File: src/rtl/fp_result_log_pkg.sv
// Shared definitions for the fp_adder result log: entry layout and field helpers.
package fp_result_log_pkg;

    localparam int FLAGS_W     = 5;
    localparam int RESULT_W    = 32;
    localparam int LOG_ENTRY_W = RESULT_W + FLAGS_W;
    localparam int FLAGS_LSB   = 0;
    localparam int RESULT_LSB  = FLAGS_W;

    // result sits above flags, so the packed layout matches FLAGS_LSB/RESULT_LSB
    typedef struct packed {
        logic [RESULT_W-1:0] result;
        logic [FLAGS_W-1:0]  flags;
    } log_entry_t;

    // 16-bit half of an entry's result as shown on the hex display
    function automatic logic [15:0] pick_half(input log_entry_t e, input logic hi);
        return hi ? e.result[31:16] : e.result[15:0];
    endfunction

endpackage

File: src/rtl/fp_result_log_btn_debounce.sv
// Raw button conditioning: 2-FF synchroniser, stability counter, rise pulse.
// The synchroniser resets to "pressed" and pulses stay disarmed until a released
// sample is seen, so a button held through reset cannot fire on its way out.
module btn_debounce #(
    parameter int DEBOUNCE_CYCLES = 4
) (
    input  logic clk_ext,
    input  logic rst,
    input  logic raw,
    output logic level,
    output logic pulse
);

    localparam int CNT_W = $clog2(DEBOUNCE_CYCLES + 1);
    localparam logic [CNT_W-1:0] LAST = CNT_W'(DEBOUNCE_CYCLES - 1);

    logic [1:0]       sync;
    logic [CNT_W-1:0] cnt;
    logic             level_d;
    logic             armed;

    // synchronise, count consecutive differing samples, flip level, detect rise
    always_ff @(posedge clk_ext or posedge rst) begin
        if (rst) begin
            sync    <= 2'b11;
            cnt     <= '0;
            level   <= 1'b0;
            level_d <= 1'b0;
            armed   <= 1'b0;
            pulse   <= 1'b0;
        end else begin
            sync <= {sync[0], raw};
            if (sync[1] != level) begin
                if (cnt == LAST) begin
                    level <= sync[1];
                    cnt   <= '0;
                end else begin
                    cnt <= cnt + 1'b1;
                end
            end else begin
                cnt <= '0;
            end
            if (!sync[1])
                armed <= 1'b1;
            level_d <= level;
            pulse   <= level & ~level_d & armed;
        end
    end

endmodule

File: src/rtl/fp_result_log.sv
// Circular log of fp_adder results with button-driven browsing for the hex display.
module fp_result_log
    import fp_result_log_pkg::*;
#(
    parameter int DEPTH           = 8,
    parameter int ADDR_W          = 3,
    parameter int DEBOUNCE_CYCLES = 4
) (
    input  logic              clk_ext,
    input  logic              rst,
    input  logic              valid_in,
    input  logic [31:0]       result_in,
    input  logic [4:0]        flags_in,
    input  logic              clear,
    input  logic              btn_next,
    input  logic              btn_prev,
    input  logic              btn_half,
    output logic [15:0]       view_data,
    output logic [4:0]        view_flags,
    output logic [ADDR_W-1:0] view_off,
    output logic              view_half,
    output logic [ADDR_W:0]   count,
    output logic              empty,
    output logic              overflow
);

    localparam logic [ADDR_W-1:0] OFF_MAX = ADDR_W'(DEPTH - 1);
    localparam logic [ADDR_W:0]   CNT_MAX = (ADDR_W+1)'(DEPTH);

    log_entry_t        mem [DEPTH];
    log_entry_t        new_entry, rd_entry;
    logic [ADDR_W-1:0] wr_ptr, wr_ptr_nx, off_cap, off_nx, max_off, rd_addr_nx;
    logic [ADDR_W:0]   count_nx;
    logic              cap, ovf_nx, half_nx;
    logic [15:0]       data_nx;
    logic [4:0]        flags_nx;
    logic              next_p, prev_p, half_p;
    logic              next_lvl, prev_lvl, half_lvl;

    btn_debounce #(.DEBOUNCE_CYCLES(DEBOUNCE_CYCLES)) u_btn_next (
        .clk_ext(clk_ext), .rst(rst), .raw(btn_next), .level(next_lvl), .pulse(next_p));
    btn_debounce #(.DEBOUNCE_CYCLES(DEBOUNCE_CYCLES)) u_btn_prev (
        .clk_ext(clk_ext), .rst(rst), .raw(btn_prev), .level(prev_lvl), .pulse(prev_p));
    btn_debounce #(.DEBOUNCE_CYCLES(DEBOUNCE_CYCLES)) u_btn_half (
        .clk_ext(clk_ext), .rst(rst), .raw(btn_half), .level(half_lvl), .pulse(half_p));

    assign new_entry = '{result: result_in, flags: flags_in};
    assign cap       = valid_in & ~clear;
    assign empty     = (count == '0);

    // next-state: clear wins, else capture (with view follow), then browse
    always_comb begin
        wr_ptr_nx = wr_ptr;
        count_nx  = count;
        ovf_nx    = overflow;
        off_cap   = view_off;
        off_nx    = view_off;
        max_off   = '0;
        half_nx   = half_p ? ~view_half : view_half;
        if (clear) begin
            wr_ptr_nx = '0;
            count_nx  = '0;
            ovf_nx    = 1'b0;
            off_nx    = '0;
        end else begin
            if (cap) begin
                wr_ptr_nx = wr_ptr + 1'b1;
                if (count == CNT_MAX)
                    ovf_nx = 1'b1;
                else
                    count_nx = count + 1'b1;
                // keep the same entry in view; clamp once it has been overwritten
                if (view_off != '0 && view_off != OFF_MAX)
                    off_cap = view_off + 1'b1;
            end
            if (count_nx != '0)
                max_off = ADDR_W'(count_nx - 1'b1);
            off_nx = off_cap;
            if (next_p && !prev_p && off_cap != '0)
                off_nx = off_cap - 1'b1;
            else if (prev_p && !next_p && off_cap < max_off)
                off_nx = off_cap + 1'b1;
        end
    end

    // display path from next state, bypassing the entry being written this cycle
    always_comb begin
        rd_addr_nx = wr_ptr_nx - ADDR_W'(1) - off_nx;
        rd_entry   = (cap && rd_addr_nx == wr_ptr) ? new_entry : mem[rd_addr_nx];
        data_nx    = '0;
        flags_nx   = '0;
        if (count_nx != '0) begin
            data_nx  = pick_half(rd_entry, half_nx);
            flags_nx = rd_entry.flags;
        end
    end

    // log storage; contents need no reset since count gates visibility
    always_ff @(posedge clk_ext) begin
        if (cap)
            mem[wr_ptr] <= new_entry;
    end

    // pointer, occupancy, view and registered display outputs
    always_ff @(posedge clk_ext or posedge rst) begin
        if (rst) begin
            wr_ptr     <= '0;
            count      <= '0;
            overflow   <= 1'b0;
            view_off   <= '0;
            view_half  <= 1'b0;
            view_data  <= '0;
            view_flags <= '0;
        end else begin
            wr_ptr     <= wr_ptr_nx;
            count      <= count_nx;
            overflow   <= ovf_nx;
            view_off   <= off_nx;
            view_half  <= half_nx;
            view_data  <= data_nx;
            view_flags <= flags_nx;
        end
    end

endmodule

File: config.mk
export PLATFORM = sky130hd
export DESIGN_NAME = fp_result_log
export DESIGN_NICKNAME = d
export VERILOG_FILES = /design/src/rtl/fp_result_log_pkg.sv /design/src/rtl/fp_result_log_btn_debounce.sv /design/src/rtl/fp_result_log.sv
export SDC_FILE = /design/constraint.sdc
export NUM_CORES = 1
export LEC_CHECK = 0
export BUFFER_PORTS_ARGS = -buffer_cell sky130_fd_sc_hd__buf_2
export CORE_ASPECT_RATIO = 1.5
export CORE_MARGIN = 4
export CORE_UTILIZATION = 28
export DETAILED_ROUTE_END_ITERATION = 8
export SYNTH_ARGS = -nofsm -noshare
export SYNTH_HDL_FRONTEND = slang
export SYNTH_SLANG_ARGS = --single-unit
File: constraint.sdc
create_clock -name clk_ext -period 6.5 [get_ports clk_ext]
set_clock_uncertainty 0.1 [all_clocks]
set_input_delay 1.3 -clock clk_ext [delete_from_list [all_inputs] [get_ports clk_ext]]
set_output_delay 1.3 -clock clk_ext [all_outputs]
set_load 0.1 [all_outputs]
=== Word-level counts from Yosys, hierarchy flattened ===
Memory sizes are Yosys's and may differ from the RTL's.
Index checks and enable logic that the tools add are counted.

* Bits in registers: 60
* Latch bits: 0
* Bits in writable memories: 296
* Memory bits (read-only): 0
* Input port bits: 44
* Output and inout port bits: 31
* Logic and storage cells: 108
* Memories kept: 1

{| class="wikitable"
|+ Memories
! name !! words !! bits a word !! read ports !! clocked after memory_dff !! wr ports !! line !! RTL
|-
| mem || 8 || 37 || 1 || 0 || 1 || fp_result_log.sv:30 || <nowiki>log_entry_t mem [DEPTH];</nowiki>
|}

* Add/sub/neg operators: 11
* Multipliers: 0
* Div/mod/pow operators: 0
* $lt $le $gt $ge: 1
* Equal/unequal tests: 9
* Shift operators: 0
* Multiplexer cells: 30
* Bitwise gates (word level): 12
* Reduce and logical (&&, ||, !) cells: 19

{| class="wikitable"
|+ Operators with widths
! cell !! number
|-
| $mux W3 || 16
|-
| $mux W37 || 1
|-
| $mux W16 || 2
|-
| $add A3 B1 Y3 const B || 6
|-
| $mux W4 || 4
|-
| $eq A3 B2 Y1 const B || 3
|-
| $sub A3 B1 Y3 const B || 3
|-
| $reduce_and A2 Y1 || 4
|-
| $reduce_bool A4 Y1 || 2
|-
| $and A1 B1 Y1 || 7
|-
| $logic_and A1 B1 Y1 || 6
|-
| $mux W1 || 6
|-
| $reduce_bool A3 Y1 || 2
|-
| $mux W5 || 1
|-
| $not A1 Y1 || 5
|-
| $add A4 B1 Y4 const B || 1
|-
| $eq A4 B4 Y1 const B || 1
|-
| $logic_not A4 Y1 || 1
|-
| $reduce_bool A2 Y1 || 2
|-
| $eq A3 B3 Y1 || 1
|-
| $lt A3 B3 Y1 || 1
|-
| $ne A1 B1 Y1 || 3
|-
| $ne A3 B3 Y1 const B || 1
|-
| $sub A3 B3 Y3 || 1
|-
| $logic_not A1 Y1 || 2
|}

=== Logic depth before layout (Yosys ltp) ===
* Depth after elaboration: 18
* Depth in mapped cells: 27

=== Modules after synthesis ===
From an unflattened synthesis, not the netlist that was laid out.

* Cell total of the unflattened synthesis: 728
* Area total of the unflattened synthesis: 14536.4 um^2

{| class="wikitable"
|+ Modules (own cells, without submodules)
! module !! times used !! cells each !! area an instance (um^2) !! seq. area each (um^2)
|-
| fp_result_log || 1 || 668 || 13598.0 || 9714.3
|-
| btn_debounce || 3 || 20 || 312.8 || 227.7
|}

=== Least setup slack after synthesis ===
No wires, ideal clock.

* Kind: input -> register
* From: input port clear
* To: register view_data[14]
* Library setup time: 0.099 ns
* Data arrival time: 6.477 ns
* Setup slack: -0.177 ns
* Cell stages on the path: 26
* Path buffers: 2
* Path through: buf_2 > nand2b_1 > or3_1 > and2_1 > nand2_1 > nor2_1 > mux2i_1 > ha_1 > nand2_1 > nand3_1 > nor3_1 > nand2b_1 > xnor2_1 > or2_2 > ha_1 > fa_1 > inv_1 > a211oi_1 > o2bb2a_1 > a32o_1 > a2111o_1 > a211oi_4 > buf_2 > mux2i_1 > a22oi_1 > a311oi_1

* Word-level cells in the longest chain between the ends: 18

{| class="wikitable"
|+ RTL lines
! element !! line !! RTL
|-
| start: declaration || fp_result_log.sv:14 || <nowiki>input logic clear,</nowiki>
|-
| branches (longest 17 deep; another with $sub A3 B1 Y3) || - ||
|-
| $mux W16 (*) || fp_result_log.sv:92 || <nowiki>if (count_nx != '0) begin</nowiki>
|-
| named net data_nx[14] || fp_result_log.sv:35 || <nowiki>logic [15:0] data_nx;</nowiki>
|-
| end signal: assignment || fp_result_log.sv:120 || <nowiki>view_data <= data_nx;</nowiki>
|-
| end: declaration || fp_result_log.sv:18 || <nowiki>output logic [15:0] view_data,</nowiki>
|}

Mark *: on every way through the listed nets, which the timed path passes. The select of a mux whose other input is x is not followed.
A chain may end at the register's enable or synchronous reset.

=== Worst setup path after layout ===
* From: input port clear
* To: register view_data[1]

Same word-level chain as after synthesis.

==> results by group <==
CTS
  – Num CTS Buffers: 37
  – Clk Latency, worst-skew pair: 0.53 ns
  – H-tree levels: 2
  – Maximum buffer depth of the clock tree: 3
  – Clk slew on worst S/H paths: 0.06 ns
  – Root buffer cell: clkbuf_16
  – PostCTS Resize Cnt: 0
  – Setup bufs post-CTS: 0
  – Clk sinks: 356
  – Hold-fix buffer count after cts: 0
  – CTS tree: built

STA
  – Final WS setup: 0.313 ns
  – Fin. Hold Viols: 0
  – Fin crit period: 6.19 ns
  – Pins Over Slew Limit: 0
  – Final Setup Violations: 0
  – Final hold slack: 0.255 ns
  – Worst slew margin: 40.0%
  – RSZ-0062 raised after global routing: true
  – Maximum clock frequency: 162 MHz
  – Period utilization: 95.2%
  – Least-Margin Pin Slew: 0.900 ns

Min path
  – Hold endpoint: u_btn_half.sync[1]
  – Min-delay worst type: reg2reg
  – Hold depth: 0
  – Hold Crit Start: u_btn_half.sync[0]

Placement
  – Routability Congestion: 0.798
  – Post-DP HPWL: 20,100 microns
  – Port Buffers: 74
  – Post-place setup slack: -0.232 ns

Floorplanning
  – Die Area: 55,200 sq um
  – Core box area: 50,800 sq um
  – Top Ports: 75
  – Starting Density: 28.3%
  – Chip height: 286 microns
  – Row cnt: 101
  – Width of the die: 193 microns

Global route
  – Global-route wire length before repair: 51,500 microns
  – GRT Total Usage: 12.3%
  – Largest net degree at the start of global routing: 61
  – Initial antenna violation count: 8
  – Total gr overflow: 0
  – Vias in the first global route: 8,502

Cells and area
  – Fillers: 4,868
  – Storage element area: 10,400 sq um
  – Fin nets: 1,013
  – Final core utilization: 33.8%
  – Fraction of layout cells with a size suffix above 1: 30.1%
  – Area occupied by multi-input gates: 3890 sq um
  – Area Overhead vs Synth: 19.4%

Synthesis
  – Area leader, netlist: edfxtp_1
  – Flops & latches, synth: 356
  – Post-synthesis cell type count: 57
  – Compound-gate portion of the synthesized area: 4.42%
  – Synth Cell Area: 14,400 sq um
  – EDFF count, synth: 296
  – Synth Area in Adders: 1.36%
  – Top post-synthesis cells by area: edfxtp_1, mux4_2, dfrtp_1, nand2_1, a221oi_1
  – Post-Synth Simple-Gate Area: 7.31%
  – Post-Synth XOR/XNOR Area: 0.730%
  – Cell count after synthesis: 827
  – Post-synth top flop: edfxtp_1
  – Post-synth top area share: 61.7%
  – Post-synth ARST share: 16.9%
  – Combinational family with the most area after synthesis: multiplexers
  – Sequential share of the synthesized area: 72.2%
  – Synthesized Nets: 886
  – Mux contribution to synthesized area: 12.4%
  – Avg Cell Area, Syn: 17.4 sq um
  – Synth warnings: 0
  – Count leader, synth: edfxtp_1
  – Top cell types by occurrence after synthesis: edfxtp_1, nand2_1, mux4_2

Power
  – Peak supply drop: 172 uV
  – LEAKAGE: 6.11 nW
  – Pwr dens: 382 nW/um^2

Detailed routing
  – Router iterations before antenna repair: 4
  – Via/cell ratio: 4.81
  – Routed WL: 33,900 microns
  – Via count: 7,968
  – Initial detailed-routing violation count: 500
  – DRC Markers: 0
  – WL/cell: 20.5 microns
  – Post-route ant nets: 0

Run status
  – Status: complete, no violations

Critical path
  – CP Launch Type: primary input
  – RR Startpoint: count[0]
  – Worst-path fanout max: 16
  – CP Data Required Time: 6.82 ns
  – Critical path endpoint category: flop
  – R2R Path End: view_data[1]
  – Flop2flop setup slack: 0.43 ns
  – Critical path class: in2reg
  – Worst Reg-to-Reg Cells: 28
  – Arr. time, crit path: 6.50 ns

Run
  – Max-Cap Viols: 0
area by class of cell:
class	instances	share of cell area, %
well taps	669	4.87
inverters	14	0.306
diodes	4	0.0582
repair buffers	131	5.01
flip-flops and latches	356	60.5
clock buffers	47	5.72
multi-input cells	414	22.6
clock inverters	21	0.961
power by group:
| group | leakage, nW | switching (mW) | total (mW) | internal, mW |
|---|---|---|---|---|
| clock network | 0.559 | 0.862 | 1.99 | 1.13 |
| registers | 3.44 | 0.0703 | 2.65 | 2.58 |
| logic | 2.11 | 1.19 | 1.93 | 0.737 |
cells in the final DEF, fill, tap and decap left out, types with 3 or more instances in the layout:
| cell | synthesis | layout |
|---|---|---|
| clkbuf_1 | 25 | 8 |
| buf_4 | 2 | 52 |
| a311oi_1 | 16 | 16 |
| diode_2 | 0 | 4 |
| clkinv_1 | 0 | 7 |
| and3b_1 | 6 | 6 |
| xnor2_1 | 10 | 8 |
| and3_1 | 3 | 3 |
| clkinv_2 | 0 | 6 |
| mux2i_1 | 7 | 7 |
| ha_1 | 14 | 13 |
| nor2_1 | 23 | 20 |
| nor2b_1 | 10 | 10 |
| inv_6 | 0 | 3 |
| a211oi_1 | 4 | 3 |
| dfstp_2 | 6 | 6 |
| a21oi_1 | 22 | 22 |
| nor2_4 | 0 | 3 |
| dfrtp_1 | 54 | 54 |
| clkbuf_16 | 0 | 37 |
| nand2_1 | 119 | 119 |
| edfxtp_1 | 296 | 296 |
| buf_2 | 5 | 74 |
| nand2b_1 | 13 | 11 |
| nor3b_1 | 5 | 5 |
| nor3_1 | 17 | 12 |
| mux4_2 | 74 | 74 |
| inv_1 | 14 | 11 |
| nor3_2 | 0 | 5 |
| a221oi_1 | 20 | 20 |
| nand3_1 | 6 | 6 |
| mux2_2 | 4 | 4 |
| buf_12 | 0 | 5 |
| and2_1 | 4 | 4 |
critical path: stages:
cell and delay, ns:
buf_2 0.13, nand2b_4 0.15, or3_1 0.36, and2_1 0.19
nand2_1 0.08, nor2_1 0.05, mux2i_1 0.13, ha_1 0.26
nand2_1 0.09, nand3_1 0.11, nor3_2 0.21, nand2b_4 0.16
xnor2_1 0.05, or2_2 0.31, ha_4 0.17, fa_4 0.45
inv_2 0.07, a211oi_1 0.05, o2bb2a_1 0.30, a32o_1 0.25
a2111o_1 0.41, a211oi_4 0.30, buf_4 0.24, xnor2_2 0.16
nor2_2 0.08, buf_12 0.17, a311oi_1 0.26
layer usage:
layer,wire length [microns],part of all wire (%),track usage (%)
met4,979,2.9,3.72
met1,13400,40,15.0
met5,25,0.074,0
met3,1550,4.6,2.44
met2,17900,53,21.9
stage by stage:
step | power [mW] | setup TNS [ns] | instances | instance area (sq um)
detailed placement | 4.66 | -3.38 | 1584 | 16000
finish | 6.57 | 0 | 1656 | 17200
floorplan | 4.10 | 0 | 827 | 14400
global route | 6.91 | -0.00189 | 1652 | 17200
CTS | 6.67 | 0 | 1652 | 17200
global placement | 4.64 | -0.313 | 1584 | 16000
cells by family (layout without fill, tap and decap cells):
logic type               after synthesis  in the layout
flip-flops                           356            356
AND/OR/NAND/NOR                      221            221
multiplexers                          85             85
AO/OA/AOI/OAI                         81             81
buffers and inverters                 57            213
adder cells (fa/ha/maj)               15             15
XOR/XNOR                              12             12
other                                  0              4
state kept, by name, indices dropped and copies added (netlist names), 3 cells and up:
signal          flops
view_data          16
wr_ptr              3
u_btn_prev.cnt      3
u_btn_next.cnt      3
view_off            3
count               4
view_flags          5
mem               296
u_btn_half.cnt      3
worst max-delay path by stage:
stage                         from             to  slack (ns)  cells after the start
after global placement       clear  view_data[12]       -0.02                     27
after global routing      valid_in  view_data[11]      -0.002                     27
after detailed placement     clear  view_data[13]       -0.23                     27
final                        clear   view_data[1]        0.31                     27
after floorplan              clear  view_data[14]        0.03                     26
after CTS                    clear   view_data[1]        0.33                     27
(Power assumes the default switching activity.)
